File: src/rtl/foo_pkg.sv
// Shared types and helpers for Foo-interface scope hubs.
// Sizes the client index and provides the lowest-set-bit search used by every arbiter.
package foo_pkg;

    localparam int unsigned MAX_CLIENTS = 16;

    typedef logic [3:0] client_id_t;

    // Returns 0 when no bit is set; callers qualify with their own any-set flag.
    function automatic client_id_t lowest_set_idx(input logic [MAX_CLIENTS-1:0] vec);
        client_id_t idx;
        idx = '0;
        for (int i = MAX_CLIENTS - 1; i >= 0; i--) begin
            if (vec[i]) begin
                idx = client_id_t'(i);
            end
        end
        return idx;
    endfunction

endpackage

File: src/rtl/quux_prio_arb.sv
// Combinational lowest-index priority encoder: one-hot grant, winner index and any-set flag.
// Used for both the in-scope and out-of-scope request vectors.
module quux_prio_arb
    import foo_pkg::*;
#(
    parameter int unsigned N = 4
) (
    input  logic [N-1:0] req_i,
    output logic [N-1:0] gnt_o,
    output client_id_t   idx_o,
    output logic         any_o
);

    logic [MAX_CLIENTS-1:0] req_ext;

    always_comb begin
        req_ext = MAX_CLIENTS'(req_i);
        idx_o   = lowest_set_idx(req_ext);
        any_o   = |req_i;
        gnt_o   = any_o ? (N'(1) << idx_o) : '0;
    end

endmodule

File: src/rtl/quux_scope_hub.sv
// Registered holder for the shared Foo signal quux; only in-scope clients may write it.
// Out-of-scope writes are dropped and reported as scope errors.
module quux_scope_hub
    import foo_pkg::*;
#(
    parameter int unsigned            NUM_CLIENTS = 4,
    parameter logic [NUM_CLIENTS-1:0] WRITE_MASK  = 4'b0001,
    parameter logic                   RESET_VAL   = 1'b0
) (
    input  logic                   clk,
    input  logic                   rst_n,
    input  logic [NUM_CLIENTS-1:0] wr_req,
    input  logic [NUM_CLIENTS-1:0] wr_data,
    output logic [NUM_CLIENTS-1:0] wr_ack,
    output logic                   quux,
    output logic                   err_pulse,
    output logic [3:0]             err_client,
    output logic                   err_sticky,
    input  logic                   err_clr
);

    logic [NUM_CLIENTS-1:0] legal, illegal;
    logic [NUM_CLIENTS-1:0] legal_gnt, illegal_gnt;
    client_id_t             legal_idx, illegal_idx;
    logic                   legal_any, illegal_any;
    logic [MAX_CLIENTS-1:0] data_ext;
    logic                   unused_illegal_gnt;

    logic                   quux_q, quux_d;
    logic [NUM_CLIENTS-1:0] ack_q, ack_d;
    logic                   err_pulse_q, err_pulse_d;
    client_id_t             err_client_q, err_client_d;
    logic                   err_sticky_q, err_sticky_d;

    assign legal   = wr_req & WRITE_MASK;
    assign illegal = wr_req & ~WRITE_MASK;

    quux_prio_arb #(
        .N (NUM_CLIENTS)
    ) u_legal_arb (
        .req_i (legal),
        .gnt_o (legal_gnt),
        .idx_o (legal_idx),
        .any_o (legal_any)
    );

    quux_prio_arb #(
        .N (NUM_CLIENTS)
    ) u_illegal_arb (
        .req_i (illegal),
        .gnt_o (illegal_gnt),
        .idx_o (illegal_idx),
        .any_o (illegal_any)
    );

    // Only the index of the first offender is reported; the full grant is not needed.
    assign unused_illegal_gnt = ^illegal_gnt;

    always_comb begin
        data_ext     = MAX_CLIENTS'(wr_data);
        quux_d       = legal_any ? data_ext[legal_idx] : quux_q;
        ack_d        = legal_gnt;
        err_pulse_d  = illegal_any;
        err_client_d = illegal_any ? illegal_idx : err_client_q;
        // A new violation in the same cycle as err_clr keeps the flag set.
        if (illegal_any) begin
            err_sticky_d = 1'b1;
        end else if (err_clr) begin
            err_sticky_d = 1'b0;
        end else begin
            err_sticky_d = err_sticky_q;
        end
    end

    always_ff @(posedge clk) begin
        if (!rst_n) begin
            quux_q       <= RESET_VAL;
            ack_q        <= '0;
            err_pulse_q  <= 1'b0;
            err_client_q <= '0;
            err_sticky_q <= 1'b0;
        end else begin
            quux_q       <= quux_d;
            ack_q        <= ack_d;
            err_pulse_q  <= err_pulse_d;
            err_client_q <= err_client_d;
            err_sticky_q <= err_sticky_d;
        end
    end

    assign quux       = quux_q;
    assign wr_ack     = ack_q;
    assign err_pulse  = err_pulse_q;
    assign err_client = err_client_q;
    assign err_sticky = err_sticky_q;

endmodule

File: config.mk
export PLATFORM = sky130hd
export DESIGN_NAME = quux_scope_hub
export DESIGN_NICKNAME = d
export VERILOG_FILES = /design/src/rtl/foo_pkg.sv /design/src/rtl/quux_prio_arb.sv /design/src/rtl/quux_scope_hub.sv
export SDC_FILE = /design/constraint.sdc
export NUM_CORES = 1
export LEC_CHECK = 0
export CAP_MARGIN = 20
export CORE_AREA = 5 5 42 44
export CTS_CLUSTER_DIAMETER = 60
export DETAILED_ROUTE_END_ITERATION = 6
export DIE_AREA = 0 0 47 49
export GPL_TIMING_DRIVEN = 0
export SYNTH_ARGS = -nofsm -noshare
export SYNTH_HDL_FRONTEND = slang
export SYNTH_SLANG_ARGS = --single-unit
File: constraint.sdc
create_clock -name clk -period 0.8 [get_ports clk]
set_input_delay 0.24 -clock clk [delete_from_list [all_inputs] [get_ports clk]]
set_output_delay 0.24 -clock clk [all_outputs]
set_load 0.02 [all_outputs]
==> summary.txt <==
Clock network
  – CTS tree: built
  – Root Driver: clkbuf_4
  – CTS sink cnt: 6
  – Worst-Skew Late Latency: 0.24 ns
  – CTS Buffer Depth: 2
  – Clock Pin Slew Worst Setup and Hold Paths: 0.05 ns
  – CTS H-tree depth: 1
  – Total CTS buffers: 3

Min path
  – Min-Delay Path Class: input port to flop

Final layout
  – Final core utilization: 0.322
  – Share of cells above drive strength 1: 0.500
  – Fin nets: 57
  – Filler instances: 165
  – N_diodes: 0
  – Synth-to-layout area growth: 89.0%

Pwr
  – Tot Pwr: 0.778 mW
  – P per Cell Area: 1720 nW/um^2
  – Switch Pwr: 0.192 mW
  – Sw Ratio: 0.247
  – Sequential share of power: 0.429
  – VDD IR max: 0.516 mV
  – Logic pwr share: 0.218
  – Internal power: 0.586 mW
  – Pleak: 0.225 nW
  – Part of the power in the clock network: 0.353

Status
  – Status: finished with violations
  – Violated checks: negative setup slack

Logic synthesis
  – Sequential share of the synthesized area: 0.503
  – Netlist cell types: 12
  – Syn Inst Count: 23
  – Mapped Avg Cell Area: 10.4 sq um
  – FF+latch count, synth: 6
  – Post-Synthesis Cell Area: 239 sq um
  – YS warnings: 0

Flow run
  – # Max-Cap Violations: 0

GRT
  – Maximum number of pins on one net before global-route repair: 7
  – First-pass GRT wire length: 752 um
  – Vias in the first global route: 192
  – GRT Total Usage: 0.0515
  – Overflow left after global routing: 0
  – Initial antenna violation count: 0

Timing
  – Clock skew: 0 ns
  – Minimum clock period: 0.926 ns
  – RSZ-0062 raised after global routing: true
  – Final Hold Viols: 0
  – Slew Limit Fails: 0
  – Peak Freq: 1080 MHz
  – Setup violators final: 6
  – Fin worst setup slack: -0.126 ns
  – Period utilization: 1.16

Floorplanning
  – # rows: 14
  – Core ar.: 1400 sq um
  – Initial Util: 0.171
  – Die X: 47 um
  – Die Span Y: 49 um
  – # IOs: 22
  – Total die area: 2300 sq um

Critical path
  – R2r startpoint: err_client[0]$_SDFFE_PN0P_
  – CP max-delay cell: dfxtp_2
  – Critical path origin: err_client[1]$_SDFFE_PN0P_
  – Critical path arrival: 0.69 ns
  – CP max FO: 2
  – Reg2Reg Setup Slack: 0.04 ns
  – Setup CP Type: flop to output pin
  – WP depth: 1
  – WP data required: 0.56 ns
  – Worst Setup EP: err_client[1]
  – Buf/Inv on CP: 1
  – CP Capture Type: output pin
  – CP top delay family: flip-flops
  – Crit path cell chain: buf_6
  – Reg2reg path depth: 2
  – Critical Path Max Stage Delay: 0.33 ns
  – Startpoint Class: flop
  – R2r endpoint: err_client[0]$_SDFFE_PN0P_

Routing
  – Final WL: 528 um
  – DRC: 0
  – DRT iter0 DRCs: 3
  – First-pass detailed-route iteration total: 2
  – Post-DR wirelength/cell: 8.80 um
  – Antenna-violating nets left: 0
  – Via Count: 201
  – Vias per cell: 3.35

Placement
  – Post-DP HPWL: 422 um
  – IO Port Bufs: 13
  – Routability Congestion: 0.634
## worst min-delay path by stage
stage / start / slack (ns) / to / depth (start not counted)
6_report: wr_req[1] / 0.26 / err_client[1]$_SDFFE_PN0P_ / 2
3_5_place_dp: err_sticky$_SDFFE_PN0P_ / 0.47 / err_sticky$_SDFFE_PN0P_ / 2
5_1_grt: wr_req[1] / 0.25 / err_client[1]$_SDFFE_PN0P_ / 2
3_3_place_gp: err_sticky$_SDFFE_PN0P_ / 0.46 / err_sticky$_SDFFE_PN0P_ / 2
4_1_cts: wr_req[0] / 0.37 / wr_ack[0]$_SDFF_PN0_ / 2
2_1_floorplan: wr_req[1] / 0.32 / err_client[1]$_SDFFE_PN0P_ / 1
## cells by family (layout without fill, tap and decap cells)
| group | count (synthesis) | after routing | synth area share |
|---|---|---|---|
| AOI/OAI and AO/OA | 3 | 3 | 0.105 |
| buffers and inverters | 5 | 22 | 0.157 |
| and+or+nand+nor | 7 | 7 | 0.178 |
| DFF | 6 | 6 | 0.503 |
| muxes | 1 | 1 | 0.0419 |
| other | 1 | 5 | 0.0157 |
## cell usage after synthesis
cell      instances  area (sq um)
conb_1            1          3.75
nor2b_1           2          12.5
mux2i_1           1          10.0
a21boi_1          1          7.51
o21a_1            1          7.51
buf_4             5          37.5
dfxtp_1           6           120
and2_1            1          6.26
nor3b_1           1          7.51
o21ba_1           1          10.0
nand2b_1          1          6.26
nor3_1            2          10.0
## metal layers
| layer | vias to the layer above | wire (um) | GRT usage |
|---|---|---|---|
| met5 | - | 0 | 0 |
| met4 | 0 | 0 | 0.0415 |
| met3 | 0 | 72 | 0.0517 |
| met2 | 8 | 258 | 0.0633 |
| met1 | 86 | 196 | 0.0486 |
| li1 | 107 | - | - |
## final cells by class
| type | instances | area (sq um) | area share |
|---|---|---|---|
| repair buffers | 14 | 143 | 0.316 |
| plain buffers | 5 | 37.5 | 0.0831 |
| flip-flops and latches | 6 | 128 | 0.283 |
| well taps | 16 | 20.0 | 0.0443 |
| clock buffers | 3 | 22.5 | 0.0499 |
| multi-input cells | 16 | 101 | 0.224 |
## per-stage QoR
step           hold WS (ns)  std cells  area (sq um)  TNS, ns  setup slack [ns]
2_1_floorplan         0.316         27           255        0            0.0216
3_3_place_gp          0.463         56           405    -3.90            -0.367
3_5_place_dp          0.466         56           405    -3.98            -0.377
4_1_cts               0.373         59           442   -0.757            -0.136
5_1_grt               0.249         60           452   -0.887            -0.167
6_report              0.260         60           452   -0.688            -0.126
## power groups by stage
stage | logic (mW) | clock network (mW) | registers [mW]
finish | 0.169 | 0.275 | 0.334
global placement | 0.166 | 0 | 0.333
CTS | 0.166 | 0.289 | 0.334
detailed placement | 0.167 | 0 | 0.333
floorplan | 0.0627 | 0 | 0.356
global route | 0.182 | 0.319 | 0.335
## state kept, by name (all words and copies together), names as in the netlist
name        flops
err_client      2
err_pulse       1
err_sticky      1
quux            1
wr_ack          1
## cells in the final DEF (no fill, tap or decap), drive strengths merged
cell,synthesis,layout
conb,1,5
nor3,2,2
buf,5,12
o21ba,1,1
nand2b,1,1
dlygate4sd2,0,4
nor3b,1,1
a21boi,1,1
and2,1,1
nor2b,2,2
mux2i,1,1
dlymetal6s2s,0,1
dfxtp,6,6
clkbuf,0,3
clkdlybuf4s50,0,2
o21a,1,1
## timing repair
item	4_1_cts	5_1_grt
resized for setup	46	1
pin swaps	0	1
hold buffers	0	0
setup endpoints to repair	11	7
buffers inserted	0	1
Note: power is estimated with default switching activity, not from simulation.
